--- config.mk ---
export PLATFORM = sky130hd
export DESIGN_NAME = i2c_cmd_sequencer
export DESIGN_NICKNAME = d
export VERILOG_FILES = /design/src/rtl/i2c_cmd_sequencer.sv
export SDC_FILE = /design/constraint.sdc
export NUM_CORES = 1
export LEC_CHECK = 0
export CAP_MARGIN = 0
export CORE_MARGIN = 10
export CORE_UTILIZATION = 45
export CTS_CLUSTER_DIAMETER = 100
export DETAILED_ROUTE_END_ITERATION = 10
export GPL_ROUTABILITY_DRIVEN = 0
export PLACE_DENSITY = 0.77
export SYNTH_ARGS = -nofsm -noshare
export SYNTH_HDL_FRONTEND = slang
export SYNTH_SLANG_ARGS = --single-unit
--- constraint.sdc ---
create_clock -name clk -period 2.5 [get_ports clk]
set_input_delay 0.5 -clock clk [delete_from_list [all_inputs] [get_ports clk]]
set_output_delay 0.5 -clock clk [all_outputs]
set_load 0.02 [all_outputs]
--- src/rtl/i2c_cmd_sequencer.sv ---
// i2c_cmd_sequencer: FIFO-buffered single-byte command launcher for I2C_driver
// Define I2C_TIMEOUT_EN to abort a command after TIMEOUT_CYCLES clk cycles.
// Ports: cmd_* host command valid/ready in; rsp_* read-byte or timeout response out;
//        drv_* start/rw/addr/data to the driver, busy/rdata back from it;
//        pending = FIFO occupancy; seq_idle = FIFO empty with no command in flight.
module i2c_cmd_sequencer #(
    parameter int DEPTH = 4
`ifdef I2C_TIMEOUT_EN
    ,
    parameter int unsigned TIMEOUT_CYCLES = 65535
`endif
) (
    input  logic                     clk,
    input  logic                     rst_n,
    input  logic                     cmd_valid,
    output logic                     cmd_ready,
    input  logic                     cmd_rw,
    input  logic [6:0]               cmd_addr,
    input  logic [7:0]               cmd_data,
    output logic                     rsp_valid,
    input  logic                     rsp_ready,
    output logic [7:0]               rsp_data,
    output logic                     rsp_timeout,
    output logic                     drv_start,
    output logic                     drv_rw,
    output logic [6:0]               drv_addr,
    output logic [7:0]               drv_data,
    input  logic                     drv_busy,
    input  logic [7:0]               drv_rdata,
    output logic [$clog2(DEPTH):0]   pending,
    output logic                     seq_idle
);
    localparam int AW = $clog2(DEPTH);
    localparam int CW = AW + 1;

    typedef enum logic [1:0] {IDLE, LAUNCH, WAIT_DONE} state_t;

    state_t        state_q, state_d;
    logic [15:0]   mem_q [DEPTH];
    logic [AW-1:0] wr_ptr_q, wr_ptr_d, rd_ptr_q, rd_ptr_d;
    logic [CW-1:0] count_q, count_d;
    logic          drv_start_q, drv_start_d, drv_rw_q, drv_rw_d;
    logic [6:0]    drv_addr_q, drv_addr_d;
    logic [7:0]    drv_data_q, drv_data_d, rsp_data_q, rsp_data_d;
    logic          rsp_valid_q, rsp_valid_d;
    logic          push, pop;
`ifdef I2C_TIMEOUT_EN
    logic [31:0]   tmo_cnt_q, tmo_cnt_d;
    logic          rsp_timeout_q, rsp_timeout_d;
    logic          tmo_hit;
`endif

    assign cmd_ready = count_q < CW'(DEPTH);
    assign push      = cmd_valid && cmd_ready;
    // A launch needs a free response slot and an idle driver, whatever the command type.
    assign pop       = state_q == IDLE && count_q != '0 && !rsp_valid_q && !drv_busy;
    assign pending   = count_q;
    assign seq_idle  = state_q == IDLE && count_q == '0;
    assign drv_start = drv_start_q;
    assign drv_rw    = drv_rw_q;
    assign drv_addr  = drv_addr_q;
    assign drv_data  = drv_data_q;
    assign rsp_valid = rsp_valid_q;
    assign rsp_data  = rsp_data_q;
`ifdef I2C_TIMEOUT_EN
    assign tmo_hit     = state_q != IDLE && tmo_cnt_q + 32'd1 == TIMEOUT_CYCLES;
    assign rsp_timeout = rsp_timeout_q;
`else
    assign rsp_timeout = 1'b0;
`endif

    always_comb begin
        state_d     = state_q;
        wr_ptr_d    = push ? wr_ptr_q + 1'b1 : wr_ptr_q;
        rd_ptr_d    = pop ? rd_ptr_q + 1'b1 : rd_ptr_q;
        count_d     = count_q + CW'(push) - CW'(pop);
        drv_start_d = drv_start_q;
        drv_rw_d    = drv_rw_q;
        drv_addr_d  = drv_addr_q;
        drv_data_d  = drv_data_q;
        rsp_valid_d = rsp_valid_q && !rsp_ready;
        rsp_data_d  = rsp_data_q;
`ifdef I2C_TIMEOUT_EN
        rsp_timeout_d = rsp_timeout_q && !(rsp_valid_q && rsp_ready);
        tmo_cnt_d     = pop ? '0 : state_q != IDLE ? tmo_cnt_q + 32'd1 : tmo_cnt_q;
`endif
        if (pop) begin
            {drv_rw_d, drv_addr_d, drv_data_d} = mem_q[rd_ptr_q];
            drv_start_d = 1'b1;
            state_d     = LAUNCH;
        end else if (state_q == LAUNCH && drv_busy) begin
            drv_start_d = 1'b0;
            state_d     = WAIT_DONE;
        end else if (state_q == WAIT_DONE && !drv_busy) begin
            state_d = IDLE;
            if (drv_rw_q) begin
                rsp_valid_d = 1'b1;
                rsp_data_d  = drv_rdata;
`ifdef I2C_TIMEOUT_EN
                rsp_timeout_d = 1'b0;
`endif
            end
        end
`ifdef I2C_TIMEOUT_EN
        // Abort overrides whatever the driver is doing; the next pop still waits for busy=0.
        if (tmo_hit) begin
            drv_start_d   = 1'b0;
            rsp_valid_d   = 1'b1;
            rsp_timeout_d = 1'b1;
            rsp_data_d    = 8'hFF;
            state_d       = IDLE;
        end
`endif
    end

    always_ff @(posedge clk or negedge rst_n) begin
        if (!rst_n) begin
            state_q     <= IDLE;
            wr_ptr_q    <= '0;
            rd_ptr_q    <= '0;
            count_q     <= '0;
            drv_start_q <= 1'b0;
            drv_rw_q    <= 1'b0;
            drv_addr_q  <= '0;
            drv_data_q  <= '0;
            rsp_valid_q <= 1'b0;
            rsp_data_q  <= '0;
`ifdef I2C_TIMEOUT_EN
            tmo_cnt_q     <= '0;
            rsp_timeout_q <= 1'b0;
`endif
            for (int i = 0; i < DEPTH; i++) mem_q[i] <= '0;
        end else begin
            state_q     <= state_d;
            wr_ptr_q    <= wr_ptr_d;
            rd_ptr_q    <= rd_ptr_d;
            count_q     <= count_d;
            drv_start_q <= drv_start_d;
            drv_rw_q    <= drv_rw_d;
            drv_addr_q  <= drv_addr_d;
            drv_data_q  <= drv_data_d;
            rsp_valid_q <= rsp_valid_d;
            rsp_data_q  <= rsp_data_d;
`ifdef I2C_TIMEOUT_EN
            tmo_cnt_q     <= tmo_cnt_d;
            rsp_timeout_q <= rsp_timeout_d;
`endif
            if (push) mem_q[wr_ptr_q] <= {cmd_rw, cmd_addr, cmd_data};
        end
    end
endmodule

; ---- Yosys cells after proc, flatten, opt, wreduce, memory -nomap -nowiden
; Index checks and enable logic that the tools add are counted.
[totals]
wordCells = 61
input_bits = 29
register_bits = 99
[op_classes]
addsub = 4
eq_ne = 2
muxes = 15
order_cmp = 4
reduce_logical = 18
bitwise = 4
[op_table]
columns = operator, n
row1 = 64-bit bitwise mux, 1
row2 = 16-bit two-way mux, 3
row3 = 16-bit binary-select mux with 2-bit select, 1
row4 = 16-bit demux with 2-bit select, 1
row5 = 1-bit logical AND, 9
row6 = "3-bit greater-or-equal comparator, second input constant", 2
row7 = 1-bit two-way mux, 6
row8 = 2-bit two-way mux, 3
row9 = 2-bit NOT with 3-bit output, 2
row10 = 3-bit nonzero test, 2
row11 = "2-bit by 1-bit adder with 2-bit output, second input constant", 2
row12 = 4-bit AND reduction, 1
row13 = 3-bit by 1-bit adder with 3-bit output, 1
row14 = 1-bit zero test, 3
row15 = 3-bit zero test, 1
row16 = "3-bit by 1-bit < comparator with 1-bit output, second input constant", 1
row17 = "3-bit < comparator, second input constant", 1
row18 = 3-bit by 1-bit subtractor with 3-bit output, 1
row19 = "2-bit by 1-bit == test with 1-bit output, second input constant", 1
row20 = "2-bit == test, second input constant", 1
row21 = 2-bit zero test, 1
row22 = 1-bit NOT, 2
row23 = 2-bit nonzero test, 1

; ---- Depth between registers and ports, before layout
; Gate-level depths: netlist of run 1.
[logic_depth]
word_depth = 6
mapped_depth = 11
depth_no_buf = 10

; ---- Worst setup path after synthesis of run 1
; No wires, ideal clock.
[synth_timing]
path_type = flip-flop to flip-flop
start = register count_q[2], in the netlist pending[2]
end = register count_q[2], in the netlist pending[2]
arrival_ns = 2.316
path_buffers = 1
synth_period_minus_slack_ns = 2.448
setup_time_ns = 0.131
stages_incl_launch_ff = 12
slack_ns = 0.052
required_time_ns = 2.369
cell_sequence = dfrtp_1 or3_1 nand3_1 buf_4 inv_1 ha_1 inv_1 ha_1 inv_1 fa_1 xnor2_1 xnor2_1
[synth_between]
elab_chain_len = 5
elab_cells_between_ends = 8
[synth_rtl]
columns = item, line
row1 = start: declaration, 41  ; logic [CW-1:0] count_q, count_d;
row2 = start signal: assignment, 137  ; count_q <= count_d;
row3 = "parallel branches: the longest is 4 deep, another holds 3-bit < comparator", -
row4 = 3-bit by 1-bit subtractor with 3-bit output *, 76  ; count_d = count_q + CW'(push) - CW'(pop);
row5 = named net count_d[2], 41
; Mark *: on every way through the listed nets, which the timed path passes.
; A chain may end at the register's enable or synchronous reset.

; ---- Worst setup path after layout of run 1
[layout_timing]
start = register count_q[1], in the netlist pending[1]
end = register count_q[2], in the netlist pending[2]
; Same word-level chain as after synthesis.

==> summary.txt, run 1 <==
htree depth - 3
Max Fclk - 434 MHz
largest net degree at the start of global routing - 63
CTS tree - yes
Clock Skew - 0.0101 ns
Layout Nets - 361
DRT Pass-1 Iters - 4
Max Cap Viol - 0
first-pass GRT wire length - 13.0 mm
#FFs+latches synth - 99
DR WL/cell - 18.2 µm
final worst path period share - 92.3%
initial antenna violation count - 0
CTS max path bufs - 2
post-synthesis sequential area ratio - 58.5%
Pwr per Cell Area - 1340 mW/mm²
RSZ-0062 raised after global routing - no
Fill cells - 712
required time worst endpoint - 2.79 ns
IO buf count - 59
Core Box Area - 0.00920 mm²
DP Area - 0.00495 mm²
vias per cell - 5.28
DRC marker count from the first detailed-route iteration - 122
ys flop type - dfrtp_1
largest cells by area after synthesis - dfrtp_1, mux2_2, mux4_2
slew of the pin with the lowest slew margin - 0.518 ns
HPWL after DPL - 5.38 mm
Max Transition Viols Final - 0
Placed Cells - 425
clk_lat worst skew - 0.36 ns
IO Count - 61
drc violations - 0
die width - 117 µm
die area - 0.0137 mm²
Tmin final - 2.31 ns
maximum VDD drop - 417 µV
via count - 2327
RR Startpoint - pending[1]$_DFF_PN0_
Power Total - 0.00693 W
setup slack, reg-to-reg - 0.19 ns
Rel. slew slack - 65.3%
Mapped Area - 0.00424 mm²
TritonCTS buffer count - 9
Max Fanout on Critical Path - 4
dominant cell type by area after synthesis - dfrtp_1
LEAKAGE - 2.28 nW
global-route usage over all layers - 12.5%
Async SR Flop Fraction - 100%
final instance area - 0.00519 mm²
Synth warnings - 0
RR Endpoint - pending[2]$_DFF_PN0_
syn nets - 297
Post-Route WL - 8.01 mm
row cnt - 35
critical path class - flip-flop to flip-flop
Critical Path Start Type - flip-flop
endpoints failing setup - 0
commonest non-fill, non-tap cell in the layout - dfrtp_1
min-delay worst type - primary input to async pin
area grow syn2layout - 22.4%
status - finished clean
Crit. End Element - flip-flop
Post-CTS Setup Inserts - 0
Starting Density - 46.1%
fin cells - 441
Clock Pin Slew Worst Setup and Hold Paths - 0.09 ns
Post-synth EDFFs - 0
Antenna diodes - 0
CP Launch Point - pending[1]$_DFF_PN0_
Arr. time, crit path - 2.60 ns
Final Hold Fails - 0
r2r worst-path depth - 10
grt total ovfl - 0
Die H - 117 µm
syn_area_per_cell - 16.2 µm²
commonest non-fill, non-tap cells in the layout - dfrtp_1, mux2_2, clkdlybuf4s50_1
Routed Antenna Nets - 0
Mapped Cells - 261
vias in the first global route - 2460
clock sink count - 99
share of cells above drive strength 1 - 37.9%
Cell variety after synth - 27
Root Driver - clkbuf_8
top cell type's share of synthesized area - 58.5%
## Yosys cell counts, types with 3 or more instances
cell,instances
buf_2,6
buf_4,4
dfrtp_1,99
ha_1,6
inv_1,10
mux2_2,87
mux4_1,5
mux4_2,11
nand2_1,4
nand2_2,4
nor2_1,3
o21ai_0,3
xnor2_1,5
## state kept, by name (all words and copies together) (netlist names)
signal and flops:
state_q 2, rsp_data 8, drv_addr 7, drv_data 8, rsp_valid 1, mem_q 64, wr_ptr_q 2, rd_ptr_q 2
pending 3, drv_rw 1, drv_start 1
## final cells by class
type                            instances  area [µm²]  share of cell area (%)
Timing Repair Buffer                   66         664                    12.8
Clock inverter                          5         100                    1.93
Inverter                               10        37.5                   0.724
Tap cell                              111         139                    2.68
Sequential cell                        99        2480                    47.8
Multi-Input combinational cell        139        1630                    31.4
Clock buffer                           11         141                    2.73
## worst max-delay path by stage
stage | to | slack [ns] | cells after the start
finish | pending[2]$_DFF_PN0_ | 0.19 | 10
global route | pending[2]$_DFF_PN0_ | 0.06 | 10
CTS | pending[2]$_DFF_PN0_ | 0.18 | 10
detailed placement | pending[2]$_DFF_PN0_ | -0.03 | 11
global placement | pending[2]$_DFF_PN0_ | 0.009 | 11
floorplan | pending[2]$_DFF_PN0_ | 0.05 | 11
## kinds of logic (layout without fill, tap and decap cells)
kind of cell | Yosys count | count (layout) | share of synthesized area [%]
buf+inv | 23 | 92 | 3.13
compound gates | 5 | 5 | 0.650
fa+ha+maj | 7 | 7 | 2.24
flops | 99 | 99 | 58.5
xor+xnor | 5 | 5 | 1.03
simple gates | 17 | 17 | 2.04
mux | 104 | 104 | 32.3
other cells | 1 | 1 | 0.0885
## worst max-delay path, cell delays in order, from the launching register on
cell and delay [ns]:
dfrtp_1 0.45, or3_1 0.43, nand3_1 0.11, inv_1 0.05, ha_1 0.27, inv_1 0.05, ha_1 0.12, inv_1 0.05
fa_1 0.38, xnor2_1 0.18, xnor2_1 0.14
## where the power goes
group          total [W]  switching (W)  internal, W  leakage [nW]
Combinational    0.00288        0.00116      0.00172         0.965
Clock            0.00121       0.000523     0.000689         0.123
Sequential       0.00284       0.000424      0.00241          1.19
Total            0.00693        0.00211      0.00482          2.28
## routing by layer
| layer | up-vias | share of wire (%) | routed length (µm) | track usage [%] |
|---|---|---|---|---|
| met2 | 55 | 47 | 3800 | 19.6 |
| met4 | 0 | 1.4 | 113 | 4.94 |
| met1 | 1202 | 44 | 3560 | 15.3 |
| met3 | 7 | 6.7 | 534 | 4.64 |
| li1 | 1063 | - | - | - |
| met5 | - | 0 | 0 | 0 |
## timing repair
action,4_1_cts,5_1_grt
setup endpoints to repair,1,0
resized for setup,1,0
hold buffers,0,0
## through the flow
stage / setup WS (ns) / utilization (%) / hold slack, ns / TNS (ns)
5_1_grt: 0.0576 / 56.4 / 0.116 / 0
3_3_place_gp: 0.00925 / 53.8 / 0.480 / 0
2_1_floorplan: 0.0525 / - / 0.204 / 0
6_report: 0.193 / 56.4 / 0.0951 / 0
3_5_place_dp: -0.0335 / 53.8 / 0.487 / -0.0335
4_1_cts: 0.179 / 56.4 / 0.0956 / 0
(Power assumes the default switching activity.)
==> run 2: changes to the inputs <==
--- a/config.mk
+++ b/config.mk
@@ -7,11 +7,11 @@
 export LEC_CHECK = 0
 export CAP_MARGIN = 0
 export CORE_MARGIN = 10
-export CORE_UTILIZATION = 45
+export CORE_UTILIZATION = 49
 export CTS_CLUSTER_DIAMETER = 100
 export DETAILED_ROUTE_END_ITERATION = 10
 export GPL_ROUTABILITY_DRIVEN = 0
-export PLACE_DENSITY = 0.77
+export PLACE_DENSITY = 0.82
 export SYNTH_ARGS = -nofsm -noshare
 export SYNTH_HDL_FRONTEND = slang
 export SYNTH_SLANG_ARGS = --single-unit
==> run 2 against run 1 <==
  * Sequential cell count stayed put
  * Die area is 6.8% lower
  * Final area is 1.2% lower
  * Largest cell class unchanged
  * Register-to-register slack better by 0.02 ns
  * Via count is 0.39% higher
  * Combinational power hardly changed
  * Clock power is 25% lower
  * Non-clock buffer count is 2 higher
  * Routed wire length is 3.0% lower
  * Clock skew hardly changed
  * Highest routed layer unchanged
==> summary.txt, run 2 (synthesized netlist as in run 1, its figures left out) <==
status - finished clean
Clk network pwr share - 13.6% (-3.9 points)
Switching Share - 31.7% (+1.3 points)
maximum VDD drop - 501 µV (+20%)
die area - 0.0128 mm² (-6.8%)
met3 WL - 448 µm (-16%)
Int Power - 0.00451 W (-6.3%)
TritonCTS buffer count - 9 (unchanged)
Max Transition Viols Final - 0 (unchanged)
vias in the first global route - 2576 (+4.7%)
fin cells - 436 (-1.1%)
Tmin final - 2.28 ns (-0.0238 ns)
critical path class - flip-flop to flip-flop
Final Hold Fails - 0 (unchanged)
IO Count - 61 (unchanged)
DP Area - 0.00495 mm² (unchanged)
grt total ovfl - 0 (unchanged)
LEAKAGE - 2.25 nW (-1.6%)
initial antenna violation count - 0 (unchanged)
DR top layer - met4
htree depth - 3 (unchanged)
Pwr per Cell Area - 1290 mW/mm² (-3.4%)
Arr. time, crit path - 2.53 ns (-0.07 ns)
met1 wire length - 3.25 mm (-8.5%)
die width - 113 µm (-3.5%)
final instance area - 0.00512 mm² (-1.2%)
Routed Antenna Nets - 0 (unchanged)
CP most frequent cell - inv_1
endpoints failing setup - 0 (unchanged)
drc violations - 0 (unchanged)
Reg power frac - 42.6% (+1.7 points)
Critical Path Start Type - flip-flop
critical path's slowest cell - dfrtp_1
global-route usage over all layers - 12.6% (+0.14 points)
Core Box Area - 0.00830 mm² (-9.8%)
reported net switching power - 0.00210 W (-0.66%)
IO buf count - 59 (unchanged)
CTS max path bufs - 2 (unchanged)
final worst path period share - 91.3% (-0.95 points)
power share of the combinational group - 43.7% (+2.1 points)
CTS tree - yes
Crit. End Element - flip-flop
HPWL after DPL - 5.36 mm (-0.37%)
clock sink count - 99 (unchanged)
Critical Path Max Stage Delay - 0.44 ns (about the same)
required time worst endpoint - 2.75 ns (-0.04 ns)
via count - 2336 (+0.39%)
max FFs per register - 64 (unchanged)
DRC marker count from the first detailed-route iteration - 109 (-11%)
Max Cap Viol - 0 (unchanged)
Root Driver - clkbuf_8
Clock Skew - 0.0103 ns (+0.000146 ns)
commonest non-fill, non-tap cell in the layout - dfrtp_1
Post-Route WL - 7.77 mm (-3.0%)
met2 WL - 3.90 mm (+2.7%)
RSZ-0062 raised after global routing - no
Layout Nets - 363 (+0.55%)
Post-CTS Setup Inserts - 0 (unchanged)
min-delay worst type - flip-flop to flip-flop
row cnt - 33 (-5.7%)
area grow syn2layout - 20.9%
commonest non-fill, non-tap cells in the layout - dfrtp_1, mux2_2, clkdlybuf4s50_1
Max Fanout on Critical Path - 4 (unchanged)
Die H - 113 µm (-3.5%)
Placed Cells - 420 (-1.2%)
Top reg by flops - mem_q
first-pass GRT wire length - 12.9 mm (-1.0%)
vias per cell - 5.36 (+1.5%)
share of cells above drive strength 1 - 37.8% (-0.11 points)
clk_lat worst skew - 0.36 ns (about the same)
Antenna diodes - 0 (unchanged)
Starting Density - 51.0% (+5.0 points)
DRT Pass-1 Iters - 6 (+2)
DR WL/cell - 17.8 µm (-1.9%)
Clock Pin Slew Worst Setup and Hold Paths - 0.09 ns (about the same)
critical-path cell list - or3_1, nand3_1, inv_1, ha_1, inv_1, ha_1, inv_1, fa_1, xnor2_1, xnor2_1
largest net degree at the start of global routing - 60 (-4.8%)
Max Fclk - 438 MHz (+1.0%)
Power Total - 0.00661 W (-4.6%)
## run 2: cell types whose count changed in the layout (fill, tap and decap cells not counted), sizes merged
cell,previous run,this run
buf,8,9
clkinv,2,1
bufinv,3,0
dlygate4sd3,0,1
clkinvlp,0,3
## run 2: routing by layer
layer	global-route usage [%]	vias up
met4	6.35	0
met3	3.17	11
met2	21.1	57
li1	-	1062
met1	14.8	1206
met5	0	-
## run 2: area by class of cell
cell class                      instances  area (µm²)
Clock buffer                           11         141
Clock inverter                          4        27.5
Fill cell                             623        3180
Inverter                               10        37.5
Multi-Input combinational cell        139        1630
Sequential cell                        99        2480
Tap cell                              105         131
Timing Repair Buffer                   68         682
## run 2: critical path: cells and delay by family (launching register included)
kind / cells / cell delay [ns]
adders and majority gates: 3 / 0.79
and+or+nand+nor: 2 / 0.51
buffers and inverters: 3 / 0.17
xor gates and xnor gates: 2 / 0.26
DFF: 1 / 0.44
## run 2: power by group through the flow
| stage | Sequential [W] | Clock [W] | Combinational, W |
|---|---|---|---|
| global route | 0.00293 | 0.000994 | 0.00315 |
| detailed placement | 0.00286 | 0 | 0.00296 |
| floorplan | 0.00302 | 0 | 0.00179 |
| finish | 0.00282 | 0.000902 | 0.00289 |
| CTS | 0.00282 | 0.000924 | 0.00296 |
| global placement | 0.00280 | 0 | 0.00287 |
## run 2: timing repair
action / 4_1_cts / 5_1_grt
hold endpoints to repair: 6 / 0
hold buffers: 1 / 0
endpoints found under the setup margin: 1 / 0
resized for setup: 1 / 0
## run 2: worst paths after layout
kind,startpoint,end,slack [ns],cells after the start
max in group asynchronous,rst_n,drv_addr[3]$_DFFE_PN0P_,1.36,3
min in group asynchronous,rst_n,drv_data[4]$_DFFE_PN0P_,0.55,2
hold / removal,mem_q[2]$_DFFE_PN0P_,mem_q[2]$_DFFE_PN0P_,0.50,1
hold reg to reg,mem_q[2]$_DFFE_PN0P_,mem_q[2]$_DFFE_PN0P_,0.50,1
setup / recovery,pending[1]$_DFF_PN0_,pending[2]$_DFF_PN0_,0.22,10
setup reg to reg,pending[1]$_DFF_PN0_,pending[2]$_DFF_PN0_,0.22,10
## run 2: metrics by stage
stage / worst slack (ns) / TNS, ns / hold WS (ns) / util, %
after floorplan: 0.0525 / 0 / 0.204 / -
after global routing: 0.0241 / 0 / 0.519 / 61.7
after detailed placement: -0.0449 / -0.0449 / 0.393 / 59.6
after global placement: 0.0130 / 0 / 0.392 / 59.6
after CTS: 0.194 / 0 / 0.504 / 61.7
final: 0.217 / 0 / 0.499 / 61.7
